`config.mk`:
```
export PLATFORM = sky130hd
export DESIGN_NAME = risc_multicycle_ctrl
export DESIGN_NICKNAME = d
export VERILOG_FILES = /design/src/rtl/risc_multicycle_ctrl.sv
export SDC_FILE = /design/constraint.sdc
export NUM_CORES = 1
export LEC_CHECK = 0
export BUFFER_PORTS_ARGS = -buffer_cell sky130_fd_sc_hd__buf_4
export CAP_MARGIN = 20
export CORE_UTILIZATION = 35
export CTS_BUF_LIST = sky130_fd_sc_hd__clkbuf_16
export DETAILED_ROUTE_END_ITERATION = 7
export PLACE_DENSITY_LB_ADDON = 0.2
export SYNTH_ARGS = -nofsm -noshare
export SYNTH_HDL_FRONTEND = slang
export SYNTH_SLANG_ARGS = --single-unit
```
`constraint.sdc`:
```
create_clock -name clk -period 2.8 [get_ports clk]
set_clock_uncertainty 0.05 [all_clocks]
set_input_delay 0.14 -clock clk [delete_from_list [all_inputs] [get_ports clk]]
set_output_delay 0.14 -clock clk [all_outputs]
set_load 0.02 [all_outputs]
```
`src/rtl/risc_multicycle_ctrl.sv`:
```
// -----------------------------------------------------------------------------
// risc_multicycle_ctrl
//
// Multi-cycle control FSM for the RISC core. One shared datapath (ALU, regfile,
// single memory port) is sequenced through FETCH / DECODE / EXEC / MEM / WB.
// The opcode/funct fields of the IR are classified in DECODE and the class is
// latched, so later states only depend on state + class (+ alu_zero in EXEC,
// + mem_ready while a memory request is outstanding). An illegal instruction
// or a memory request that stays unanswered too long parks the FSM in TRAP
// until reset.
//
// Ports
//   clk, rst            clock, synchronous active-high reset
//   opcode/funct3/funct7 IR fields (valid from the cycle after ir_write)
//   alu_zero            ALU result is zero (BEQ compare in EXEC)
//   mem_ready           memory completes the current request this cycle
//   mem_req/mem_we      memory request and write strobe
//   mem_addr_sel        0 = PC, 1 = ALU result
//   ir_write, pc_write  IR / PC load enables
//   pc_src              PC_SRC_INC / PC_SRC_BRANCH
//   alu_src_a/b, alu_op ALU operand selects and operation
//   imm_type            immediate format for the imm generator
//   reg_write, wb_src   regfile write enable and write-back source
//   instr_retired       pulse in the final cycle of every instruction
//   trap, trap_cause    sticky trap flag, 0 = illegal instr, 1 = mem timeout
//   state_o             current FSM state (debug)
// -----------------------------------------------------------------------------

package RISC_ISA_pkg;
    localparam logic [6:0] OP_R_TYPE        = 7'b0110011;
    localparam logic [6:0] OP_I_TYPE_ARITH  = 7'b0010011;
    localparam logic [6:0] OP_LOAD          = 7'b0000011;
    localparam logic [6:0] OP_STORE         = 7'b0100011;
    localparam logic [6:0] OP_BRANCH        = 7'b1100011;

    localparam logic [2:0] F3_ADD_SUB       = 3'b000;
    localparam logic [2:0] F3_ADDI          = 3'b000;
    localparam logic [2:0] F3_WORD          = 3'b010;
    localparam logic [2:0] F3_BEQ           = 3'b000;

    localparam logic [6:0] F7_ADD           = 7'b0000000;
    localparam logic [6:0] F7_SUB           = 7'b0100000;

    localparam logic [1:0] PC_SRC_INC       = 2'b00;
    localparam logic [1:0] PC_SRC_BRANCH    = 2'b01;

    localparam logic       ALU_SRC_A_REG    = 1'b0;
    localparam logic       ALU_SRC_A_PC     = 1'b1;
    localparam logic       ALU_SRC_B_REG    = 1'b0;
    localparam logic       ALU_SRC_B_IMM    = 1'b1;

    localparam logic [2:0] ALU_ADD          = 3'b000;
    localparam logic [2:0] ALU_SUB          = 3'b001;
    localparam logic [2:0] ALU_PASS_B       = 3'b010;
    localparam logic [2:0] ALU_EQ_CHECK     = 3'b011;

    localparam logic [1:0] IMM_TYPE_I       = 2'b00;
    localparam logic [1:0] IMM_TYPE_S       = 2'b01;
    localparam logic [1:0] IMM_TYPE_B       = 2'b10;

    localparam logic [1:0] WB_SRC_ALU       = 2'b00;
    localparam logic [1:0] WB_SRC_MEM       = 2'b01;
endpackage

module risc_multicycle_ctrl
    import RISC_ISA_pkg::*;
#(
    parameter int MEM_TIMEOUT = 16
) (
    input  logic       clk,
    input  logic       rst,
    input  logic [6:0] opcode,
    input  logic [2:0] funct3,
    input  logic [6:0] funct7,
    input  logic       alu_zero,
    input  logic       mem_ready,
    output logic       mem_req,
    output logic       mem_we,
    output logic       mem_addr_sel,
    output logic       ir_write,
    output logic       pc_write,
    output logic [1:0] pc_src,
    output logic       alu_src_a,
    output logic       alu_src_b,
    output logic [2:0] alu_op,
    output logic [1:0] imm_type,
    output logic       reg_write,
    output logic [1:0] wb_src,
    output logic       instr_retired,
    output logic       trap,
    output logic       trap_cause,
    output logic [2:0] state_o
);

    typedef enum logic [2:0] {
        ST_FETCH  = 3'd0,
        ST_DECODE = 3'd1,
        ST_EXEC   = 3'd2,
        ST_MEM    = 3'd3,
        ST_WB     = 3'd4,
        ST_TRAP   = 3'd5
    } state_t;

    typedef enum logic [2:0] {
        CLS_R_ADD = 3'd0,
        CLS_R_SUB = 3'd1,
        CLS_ADDI  = 3'd2,
        CLS_LW    = 3'd3,
        CLS_SW    = 3'd4,
        CLS_BEQ   = 3'd5
    } instr_class_t;

    // Wide enough to hold MEM_TIMEOUT-1; a disabled timeout still needs one bit.
    localparam int CNT_W = (MEM_TIMEOUT < 2) ? 1 : $clog2(MEM_TIMEOUT + 1);
    localparam logic [CNT_W-1:0] CNT_LIMIT = CNT_W'((MEM_TIMEOUT > 0) ? MEM_TIMEOUT - 1 : 0);

    state_t           state;
    state_t           next_state;
    instr_class_t     instr_class;
    instr_class_t     decoded_class;
    logic             decoded_legal;
    logic [CNT_W-1:0] wait_cnt;
    logic             cause_reg;
    logic             mem_wait;
    logic             timeout_hit;
    logic             ctl_src_b;
    logic [2:0]       ctl_alu_op;
    logic [1:0]       ctl_imm;

    // A memory request is outstanding in FETCH and MEM; every such cycle without
    // mem_ready counts toward the timeout. The limit is hit when the counter
    // already holds MEM_TIMEOUT-1 and this cycle waits again, so exactly
    // MEM_TIMEOUT unanswered cycles trap, while mem_ready in that same cycle
    // still completes normally.
    assign mem_wait    = (state == ST_FETCH || state == ST_MEM) && !mem_ready;
    assign timeout_hit = (MEM_TIMEOUT != 0) && mem_wait && (wait_cnt == CNT_LIMIT);

    // Classify the IR fields. Only the exact opcode/funct combinations of the
    // supported instructions are legal; everything else sends DECODE to TRAP.
    always_comb begin
        decoded_legal = 1'b0;
        decoded_class = CLS_R_ADD;
        case (opcode)
            OP_R_TYPE: begin
                if (funct3 == F3_ADD_SUB && funct7 == F7_ADD) begin
                    decoded_legal = 1'b1;
                    decoded_class = CLS_R_ADD;
                end else if (funct3 == F3_ADD_SUB && funct7 == F7_SUB) begin
                    decoded_legal = 1'b1;
                    decoded_class = CLS_R_SUB;
                end
            end
            OP_I_TYPE_ARITH: begin
                if (funct3 == F3_ADDI) begin
                    decoded_legal = 1'b1;
                    decoded_class = CLS_ADDI;
                end
            end
            OP_LOAD: begin
                if (funct3 == F3_WORD) begin
                    decoded_legal = 1'b1;
                    decoded_class = CLS_LW;
                end
            end
            OP_STORE: begin
                if (funct3 == F3_WORD) begin
                    decoded_legal = 1'b1;
                    decoded_class = CLS_SW;
                end
            end
            OP_BRANCH: begin
                if (funct3 == F3_BEQ) begin
                    decoded_legal = 1'b1;
                    decoded_class = CLS_BEQ;
                end
            end
            default: begin
                decoded_legal = 1'b0;
            end
        endcase
    end

    // ALU controls for the latched class. EXEC drives them, and MEM/WB keep
    // driving the same values so the address / result stays stable while it
    // is consumed.
    always_comb begin
        ctl_src_b  = ALU_SRC_B_IMM;
        ctl_alu_op = ALU_ADD;
        ctl_imm    = IMM_TYPE_I;
        case (instr_class)
            CLS_R_ADD: begin
                ctl_src_b = ALU_SRC_B_REG;
            end
            CLS_R_SUB: begin
                ctl_src_b  = ALU_SRC_B_REG;
                ctl_alu_op = ALU_SUB;
            end
            CLS_SW: begin
                ctl_imm = IMM_TYPE_S;
            end
            CLS_BEQ: begin
                ctl_src_b  = ALU_SRC_B_REG;
                ctl_alu_op = ALU_EQ_CHECK;
                ctl_imm    = IMM_TYPE_B;
            end
            default: begin
                ctl_src_b = ALU_SRC_B_IMM;
            end
        endcase
    end

    // State register, class latch, trap cause and memory wait counter.
    // The counter restarts whenever a new memory phase (FETCH or MEM) begins.
    always_ff @(posedge clk) begin
        if (rst) begin
            state       <= ST_FETCH;
            instr_class <= CLS_R_ADD;
            wait_cnt    <= '0;
            cause_reg   <= 1'b0;
        end else begin
            state <= next_state;
            if (state == ST_DECODE && decoded_legal) begin
                instr_class <= decoded_class;
            end
            if (next_state == ST_TRAP && state != ST_TRAP) begin
                cause_reg <= timeout_hit;
            end
            if (next_state != state && (next_state == ST_FETCH || next_state == ST_MEM)) begin
                wait_cnt <= '0;
            end else if (mem_wait) begin
                wait_cnt <= wait_cnt + 1'b1;
            end
        end
    end

    // Next-state and output decode. Every output starts at 0; each state only
    // raises what it needs. Reset overrides everything at the end so an
    // abandoned instruction drops its memory request in the reset cycle and
    // issues no PC or register write.
    always_comb begin
        next_state    = state;
        mem_req       = 1'b0;
        mem_we        = 1'b0;
        mem_addr_sel  = 1'b0;
        ir_write      = 1'b0;
        pc_write      = 1'b0;
        pc_src        = PC_SRC_INC;
        alu_src_a     = ALU_SRC_A_REG;
        alu_src_b     = ALU_SRC_B_REG;
        alu_op        = ALU_ADD;
        imm_type      = IMM_TYPE_I;
        reg_write     = 1'b0;
        wb_src        = WB_SRC_ALU;
        instr_retired = 1'b0;
        trap          = 1'b0;
        trap_cause    = 1'b0;
        state_o       = state;

        case (state)
            ST_FETCH: begin
                mem_req = 1'b1;
                if (mem_ready) begin
                    ir_write   = 1'b1;
                    next_state = ST_DECODE;
                end else if (timeout_hit) begin
                    next_state = ST_TRAP;
                end
            end
            ST_DECODE: begin
                next_state = decoded_legal ? ST_EXEC : ST_TRAP;
            end
            ST_EXEC: begin
                alu_src_b = ctl_src_b;
                alu_op    = ctl_alu_op;
                imm_type  = ctl_imm;
                case (instr_class)
                    CLS_LW, CLS_SW: begin
                        next_state = ST_MEM;
                    end
                    CLS_BEQ: begin
                        pc_write      = 1'b1;
                        pc_src        = alu_zero ? PC_SRC_BRANCH : PC_SRC_INC;
                        instr_retired = 1'b1;
                        next_state    = ST_FETCH;
                    end
                    default: begin
                        next_state = ST_WB;
                    end
                endcase
            end
            ST_MEM: begin
                alu_src_b    = ctl_src_b;
                alu_op       = ctl_alu_op;
                imm_type     = ctl_imm;
                mem_req      = 1'b1;
                mem_addr_sel = 1'b1;
                mem_we       = (instr_class == CLS_SW);
                if (mem_ready) begin
                    if (instr_class == CLS_SW) begin
                        pc_write      = 1'b1;
                        instr_retired = 1'b1;
                        next_state    = ST_FETCH;
                    end else begin
                        next_state = ST_WB;
                    end
                end else if (timeout_hit) begin
                    next_state = ST_TRAP;
                end
            end
            ST_WB: begin
                alu_src_b     = ctl_src_b;
                alu_op        = ctl_alu_op;
                imm_type      = ctl_imm;
                reg_write     = 1'b1;
                wb_src        = (instr_class == CLS_LW) ? WB_SRC_MEM : WB_SRC_ALU;
                pc_write      = 1'b1;
                instr_retired = 1'b1;
                next_state    = ST_FETCH;
            end
            ST_TRAP: begin
                trap       = 1'b1;
                trap_cause = cause_reg;
            end
            default: begin
                next_state = ST_FETCH;
            end
        endcase

        if (rst) begin
            mem_req       = 1'b0;
            mem_we        = 1'b0;
            mem_addr_sel  = 1'b0;
            ir_write      = 1'b0;
            pc_write      = 1'b0;
            pc_src        = 2'b00;
            alu_src_a     = 1'b0;
            alu_src_b     = 1'b0;
            alu_op        = 3'b000;
            imm_type      = 2'b00;
            reg_write     = 1'b0;
            wb_src        = 2'b00;
            instr_retired = 1'b0;
            trap          = 1'b0;
            trap_cause    = 1'b0;
            state_o       = 3'd0;
        end
    end

endmodule

```
==> results.cfg, run 1 <==
[floorplan]
fp.coreArea_um2 = 2760
start_util_pct = 37.3
boundaryPins = 44
fp.dieArea_um2 = 3160
fp.dieH_um = 56.2
die_w_um = 56.2
rows = 19

[placement]
io_buffers = 39
place.gp.congestion = 0.800
hpwl_um = 1950
dp.cells = 195

[timing]
fin_crit_ns = 2.04
rsz0062_at_grt = false
tns_ns = 0
slew_viol_final = 0
period_share_pct = 72.8
relSlewSlack_pct = 51.9
hold_violations = 0
worstMarginPinSlew_ns = 0.721
setup_viol = 0
fmax_ghz = 0.491

[setup_path]
critical_path.max_stage_delay_ns = 0.78
path_depth = 4
critical_path_peak_fanout = 20
startpoint = state[2]
r2r_start = state[1]
crit_required_ns = 2.61
arrival_ns = 1.85
endpoint_kind = output pin
crit_chain = nand2_1 > nor2_1 > and2_1 > buf_4
rr_endpoint = state[2]
ff2ff_path_depth = 4
path_delay_family = flip-flops
path_buf_inv = 1
crit_type = reg -> out
crit_path_end = trap_cause
rrSetupSlack_ns = 0.77
cpMaxStageDelayCell = dfxtp_1
setup.worst_path.start_class = register

[clock_tree]
cts_resized = 0
insertion_delay_ns = 0.23
cts_hold_buffers = 0
htree_levels = 1
cts_root_buffer = clkbuf_16
cts_buffer_depth = 2
clk_pin_slew_ns = 0.04
cts_made_buffers = 3
cts_tree = yes
cts_setup_buffers = 0
cts.sinks = 12

[global_route]
gr-total-overflow = 0
grt_pass1_vias = 987
grt_pass1_wl_um = 4400
track_usage_pct = 17.1
antenna_found_initial = 0
grt_max_degree = 21

[synthesis]
ys_types = 48
yosys.area.top_type = dfxtp_1
synth-seq-cells = 12
yosysTopAreaCellShare_pct = 23.4
synth-edff-count = 0
synthFlopType = dfxtp_1
syn_area_per_cell_um2 = 7.72
ys_top_cells_by_area = dfxtp_1, nor2_1, buf_4
syn_inst = 133
ys_seq_area_share_pct = 23.4
yosys_warnings = 0
async_flop_share_pct = 0
netlist_area_um2 = 1030

[detailed_routing]
drt-initial-drc-count = 25
vias_per_cell = 5.35
dr.pass1.iters = 4
vias = 1064
wirelength_um = 2490
ant_nets = 0
route.detailed.drc = 0
wl_per_cell_um = 12.5

[layout]
top_register = wait_cnt
drive_above_1_share_pct = 31.0
largest_reg_flops = 5
syn_to_final_growth_pct = 34.6
fill_cells = 270
final_cell_count_no_fill = 199
reg_top3 = wait_cnt (5), instr_class (3), state (3)
seq_area_um2 = 240
antenna_cells = 0
finalNetCount = 192
multi_input_area_um2 = 706

[power_and_ir_drop]
p_clk_share_pct = 41.3
netSwitchingFraction_pct = 28.8
ir_drop_v = 0.000271
power_frac_comb_pct = 24.4
powerDensity_nw_per_um2 = 448
intPower_uw = 441
p_leak_uw = 0.000579
p_seq_share_pct = 34.3
power.switching_uw = 178

[min_path]
hp-class = in -> reg
min_from = opcode[5]

[flow_run]
maxCapViolations = 0

[outcome]
status = complete, no violations
[layer usage]
metal | vias to the layer above | global-route usage, % | wire, um
li1 | 543 | - | -
met1 | 466 | 22.4 | 1120
met2 | 53 | 29.3 | 1170
met3 | 2 | 2.09 | 176
met4 | 0 | 5.23 | 25
met5 | - | 0 | 0
[metrics by stage]
stage | cell area, um^2 | hold WS, ns | total power [uW] | worst slack, ns | util, %
floorplan | 1040 | 0.260 | 317 | 0.935 | -
global placement | 1300 | 0.399 | 363 | 0.882 | 47.3
detailed placement | 1300 | 0.403 | 365 | 0.834 | 47.3
CTS | 1380 | 0.173 | 623 | 0.764 | 50.1
global route | 1380 | 0.193 | 657 | 0.613 | 50.1
finish | 1380 | 0.175 | 619 | 0.763 | 50.1
[power by group through the flow]
stage                     logic, uW  clock network, uW  registers [uW]
after global placement          150                  0             213
after detailed placement        150                  0             214
after CTS                       151                260             211
final                           151                256             212
after global routing            168                273             216
after floorplan                 122                  0             195
[logic make-up (layout without fill, tap and decap cells)]
| group | after synthesis | count (layout) | synth area share (%) |
|---|---|---|---|
| AO/OA/AOI/OAI | 24 | 24 | 16.6 |
| other | 1 | 4 | 0.365 |
| buffers and inverters | 18 | 50 | 9.01 |
| flip-flops | 12 | 12 | 23.4 |
| AND/OR/NAND/NOR | 68 | 68 | 41.2 |
| adder cells (fa/ha/maj) | 2 | 2 | 2.44 |
| multiplexers | 2 | 2 | 1.95 |
| XOR/XNOR | 6 | 6 | 5.12 |
[area by class of cell]
class	count	area share, %
repair buffers	39	21.2
clock inverters	1	0.271
inverters	7	1.90
multi-input cells	106	51.0
clock buffers	3	5.43
flip-flops and latches	12	17.4
well taps	31	2.81
[worst min-delay path, cell delays in order]
cell and delay, ns:
buf_4 0.12, nand4b_1 0.09, o2bb2ai_1 0.05
[synthesized netlist by cell type (2+ instances only)]
| library cell | count |
|---|---|
| nand2_1 | 7 |
| dfxtp_1 | 12 |
| inv_1 | 7 |
| nand2b_1 | 4 |
| xor2_1 | 2 |
| clkbuf_1 | 3 |
| nor3b_1 | 2 |
| a31oi_1 | 2 |
| or3b_2 | 2 |
| a21oi_1 | 5 |
| o21ai_0 | 5 |
| mux2i_1 | 2 |
| nor4_1 | 4 |
| ha_1 | 2 |
| and3_1 | 2 |
| buf_2 | 2 |
| nor3_1 | 8 |
| xnor2_1 | 4 |
| or4_1 | 3 |
| buf_4 | 6 |
| nor2_1 | 16 |
| nor2b_1 | 4 |
| nand3b_1 | 4 |
[worst min-delay path by stage]
stage	endpoint	slack, ns	cells after the start
6_report	instr_class[2]	0.18	3
5_1_grt	instr_class[2]	0.19	3
4_1_cts	instr_class[2]	0.17	3
3_5_place_dp	state[1]	0.40	2
3_3_place_gp	state[1]	0.40	2
2_1_floorplan	instr_class[2]	0.26	2
[cell usage in the layout (no fill, tap or decap), types with 2 or more instances in the layout]
cell type	instances
inv_1	7
nor4_1	4
a31oi_1	2
o21ai_0	5
nand2b_1	4
nor2b_1	4
dfxtp_1	12
nor2_1	16
nand2_1	7
clkbuf_16	3
buf_4	39
xor2_1	2
or3b_2	2
ha_1	2
mux2i_1	2
and3_1	2
nor3b_1	2
nand3b_1	4
conb_1	4
xnor2_1	4
nor3_1	8
a21oi_1	5
or4_1	3
Power figures use the tool's default switching activity.
==> run 2: changes to the inputs <==
==> constraint.sdc (replaced) <==
create_clock -name clk -period 2 [get_ports clk]
set_clock_uncertainty 0.05 [all_clocks]
set_input_delay 0.1 -clock clk [delete_from_list [all_inputs] [get_ports clk]]
set_output_delay 0.1 -clock clk [all_outputs]
set_load 0.02 [all_outputs]
==> results.cfg, run 2 (synthesis gave the netlist of run 1 again) <==
[timing]
setup_viol = 0
tns_ns = 0
worstMarginPinSlew_ns = 0.541
fmax_ghz = 0.515
hold_violations = 0
slew_viol_final = 0
relSlewSlack_pct = 63.9
rsz0062_at_grt = false
period_share_pct = 97.2
fin_crit_ns = 1.94

[outcome]
status = complete, no violations

[floorplan]
start_util_pct = 37.3
fp.coreArea_um2 = 2760
fp.dieArea_um2 = 3160
fp.dieH_um = 56.2
rows = 19
boundaryPins = 44
die_w_um = 56.2

[global_route]
grt_pass1_vias = 971
gr-total-overflow = 0
antenna_found_initial = 0
track_usage_pct = 16.9
grt_max_degree = 17
grt_pass1_wl_um = 4220

[power_and_ir_drop]
powerDensity_nw_per_um2 = 627
p_leak_uw = 0.000599
finalPower_uw = 889
ir_drop_v = 0.000432

[detailed_routing]
vias_per_cell = 5.37
ant_nets = 0
vias = 1090
drt-initial-drc-count = 33
route.detailed.drc = 0
wl_per_cell_um = 12.7
wirelength_um = 2580
dr.pass1.iters = 4

[layout]
antenna_cells = 0
reg_top3 = wait_cnt (5), instr_class (3), state (3)
mostFrequentLayoutCell = buf_4
final_cell_mix = buf_4, nor2_1, dfxtp_1, nor3_1
final_cell_area_um2 = 1420
largest_reg_flops = 5
syn_to_final_growth_pct = 37.9
drive_above_1_share_pct = 33.7
finalNetCount = 196
fill_cells = 283
top_register = wait_cnt

[setup_path]
setup.worst_path.start_class = register
crit_type = reg -> reg
crit_chain = ha_1 > and3_1 > ha_2 > nor4b_2 > or3_1 > a221o_1
crit_required_ns = 2.07
path_delay_family = simple AND/OR/NAND/NOR gates
arrival_ns = 2.02
critical_path.max_stage_delay_ns = 0.37
path_buf_inv = 0
endpoint_kind = register
critical_path_peak_fanout = 3
cpMaxStageDelayCell = or3_1

[clock_tree]
cts_hold_buffers = 0
cts_buffer_depth = 2
cts_setup_buffers = 0
cts_resized = 0
clk_pin_slew_ns = 0.04
cts_tree = yes
cts.sinks = 12
insertion_delay_ns = 0.24
cts_made_buffers = 3
cts_root_buffer = clkbuf_16
htree_levels = 1

[placement]
placed_area_um2 = 1330
io_buffers = 39
hpwl_um = 2040
place.gp.congestion = 0.781

[flow_run]
maxCapViolations = 0

[min_path]
hp-class = in -> reg
==> run 2: cell types whose count changed in the layout (fill, tap and decap cells not counted), sizes merged <==
| cell | delta |
|---|---|
| buf | +4 |
==> run 2: final timing paths <==
kind | slack, ns | cells after the start | endpoint | startpoint
max | 0.06 | 6 | state[2] | wait_cnt[0]
min | 0.12 | 2 | state[1] | rst
max reg2reg | 0.06 | 6 | state[2] | wait_cnt[0]
min reg2reg | 0.45 | 2 | wait_cnt[4] | wait_cnt[4]
==> run 2: area by class of cell <==
| type | count | area (um^2) | area share, % |
|---|---|---|---|
| repair buffers | 43 | 323 | 22.8 |
| flip-flops and latches | 12 | 241 | 17.0 |
| well taps | 31 | 38.8 | 2.74 |
| inverters | 7 | 26.3 | 1.86 |
| clock inverters | 1 | 3.75 | 0.265 |
| clock buffers | 3 | 75.1 | 5.30 |
| multi-input cells | 106 | 708 | 50.0 |
==> run 2: power by group <==
group          switching (uW)  internal, uW
combinational             135           109
sequential               25.2           259
clock                    98.2           263
==> run 2: stage by stage <==
stage	setup slack (ns)	hold slack, ns	instances	utilization (%)
2_1_floorplan	0.135	0.220	136	-
3_3_place_gp	0.0922	0.366	199	48.4
3_5_place_dp	0.0378	0.371	199	48.4
4_1_cts	0.00567	0.122	203	51.2
5_1_grt	0.00340	0.133	203	51.4
6_report	0.0568	0.124	203	51.4
==> run 2: metal layers <==
layer	global-route usage, %	vias up	wire length [um]	share of wire, %
met2	28.4	45	1220	47
met4	8.36	0	36	1.4
met5	0	-	0	0
li1	-	552	-	-
met3	2.79	4	165	6.4
met1	20.7	489	1160	45
==> run 3: changes to the inputs <==
--- a/config.mk
+++ b/config.mk
@@ -8,9 +8,8 @@
 export BUFFER_PORTS_ARGS = -buffer_cell sky130_fd_sc_hd__buf_4
 export CAP_MARGIN = 20
 export CORE_UTILIZATION = 35
-export CTS_BUF_LIST = sky130_fd_sc_hd__clkbuf_16
 export DETAILED_ROUTE_END_ITERATION = 7
-export PLACE_DENSITY_LB_ADDON = 0.2
+export HOLD_SLACK_MARGIN = 0.03
 export SYNTH_ARGS = -nofsm -noshare
 export SYNTH_HDL_FRONTEND = slang
 export SYNTH_SLANG_ARGS = --single-unit
==> results.cfg, run 3 (synthesis gave the netlist of run 1 again) <==
[outcome]
status = complete, no violations

[setup_path]
crit_required_ns = 2.10
ff2ff_path_depth = 6
setup.worst_path.start_class = register
critical_path_peak_fanout = 3
path_common_cell = ha_1
crit_type = reg -> reg
crit_chain = ha_1 > and3_1 > ha_1 > nor4b_2 > or3_1 > a221o_1
endpoint_kind = register
arrival_ns = 2.05
cpMaxStageDelayCell = a221o_1
critical_path.max_stage_delay_ns = 0.35

[floorplan]
fp.dieH_um = 56.2
boundaryPins = 44
start_util_pct = 37.3
fp.coreArea_um2 = 2760
fp.dieArea_um2 = 3160
rows = 19
die_w_um = 56.2

[layout]
final_cell_mix = buf_4, nor2_1, dfxtp_1, nor3_1
reg_top3 = wait_cnt (5), instr_class (3), state (3)
syn_to_final_growth_pct = 32.2
fill_cells = 298
final_util_pct = 49.2
drive_above_1_share_pct = 33.3
mostFrequentLayoutCell = buf_4
finalNetCount = 196
final_cell_count_no_fill = 202
largest_reg_flops = 5
antenna_cells = 0
top_register = wait_cnt

[timing]
worstMarginPinSlew_ns = 0.540
tns_ns = 0
hold_violations = 0
fin_crit_ns = 1.95
fmax_ghz = 0.514
relSlewSlack_pct = 63.7
slew_viol_final = 0
rsz0062_at_grt = false
period_share_pct = 97.3
setup_viol = 0

[clock_tree]
cts_resized = 0
cts_setup_buffers = 0
cts.sinks = 12
insertion_delay_ns = 0.27
cts_made_buffers = 3
cts_tree = yes
cts_buffer_depth = 2
cts_hold_buffers = 0
clk_pin_slew_ns = 0.07
cts_root_buffer = clkbuf_4
htree_levels = 1

[detailed_routing]
vias_per_cell = 5.36
wl_per_cell_um = 12.6
ant_nets = 0
dr.pass1.iters = 4
vias = 1082
wirelength_um = 2550
route.detailed.drc = 0
drt-initial-drc-count = 41

[power_and_ir_drop]
ir_drop_v = 0.000374
p_leak_uw = 0.000575
powerDensity_nw_per_um2 = 494

[placement]
place.gp.congestion = 0.783
hpwl_um = 2030
dp.cells = 199
io_buffers = 39

[global_route]
grt_pass1_vias = 994
grt_max_degree = 17
gr-total-overflow = 0
track_usage_pct = 17.0
antenna_found_initial = 0
grt_pass1_wl_um = 4280

[flow_run]
maxCapViolations = 0

[min_path]
hp-class = in -> reg
hold_path_depth = 2
==> run 3: worst max-delay path: cells and delay by family (launching register included) <==
family,cells,cell delay (ns)
fa+ha+maj,2,0.39
flops,1,0.34
simple gates,3,0.71
compound gates,1,0.35
==> run 3: routing by layer <==
metal	global-route usage (%)	routed length, um
met3	2.33	113
met1	23.7	1250
met2	27.0	1190
met4	5.23	0
met5	0	0
==> run 3: final timing paths <==
check                                  from     endpoint  slack [ns]
worst max-delay path            wait_cnt[0]     state[2]        0.05
worst max register to register  wait_cnt[0]     state[2]        0.05
worst min-delay path                    rst     state[1]        0.08
worst min register to register  wait_cnt[4]  wait_cnt[4]        0.46
==> run 3: area by class of cell <==
class / count / area [um^2] / share of cell area (%)
Inverter: 7 / 26.3 / 1.94
Tap cell: 31 / 38.8 / 2.86
Clock buffer: 3 / 22.5 / 1.66
Sequential cell: 12 / 241 / 17.8
Multi-Input combinational cell: 106 / 706 / 52.0
Timing Repair Buffer: 43 / 323 / 23.8
==> run 3: power breakdown <==
| group | total, uW | switching, uW | leakage [uW] | internal [uW] |
|---|---|---|---|---|
| registers | 280 | 22.2 | 0.0000979 | 258 |
| clock network | 146 | 76.1 | 0.0000138 | 69.6 |
| logic | 245 | 137 | 0.000464 | 108 |
==> run 3: stage by stage <==
stage	total power (uW)	area, um^2	worst slack (ns)	hold WS, ns
after floorplan	443	1040	0.135	0.220
after global placement	523	1330	0.0956	0.357
after detailed placement	528	1330	0.0249	0.364
after CTS	672	1360	0.00736	0.0803
after global routing	717	1360	0.00196	0.120
final	671	1360	0.0547	0.0822
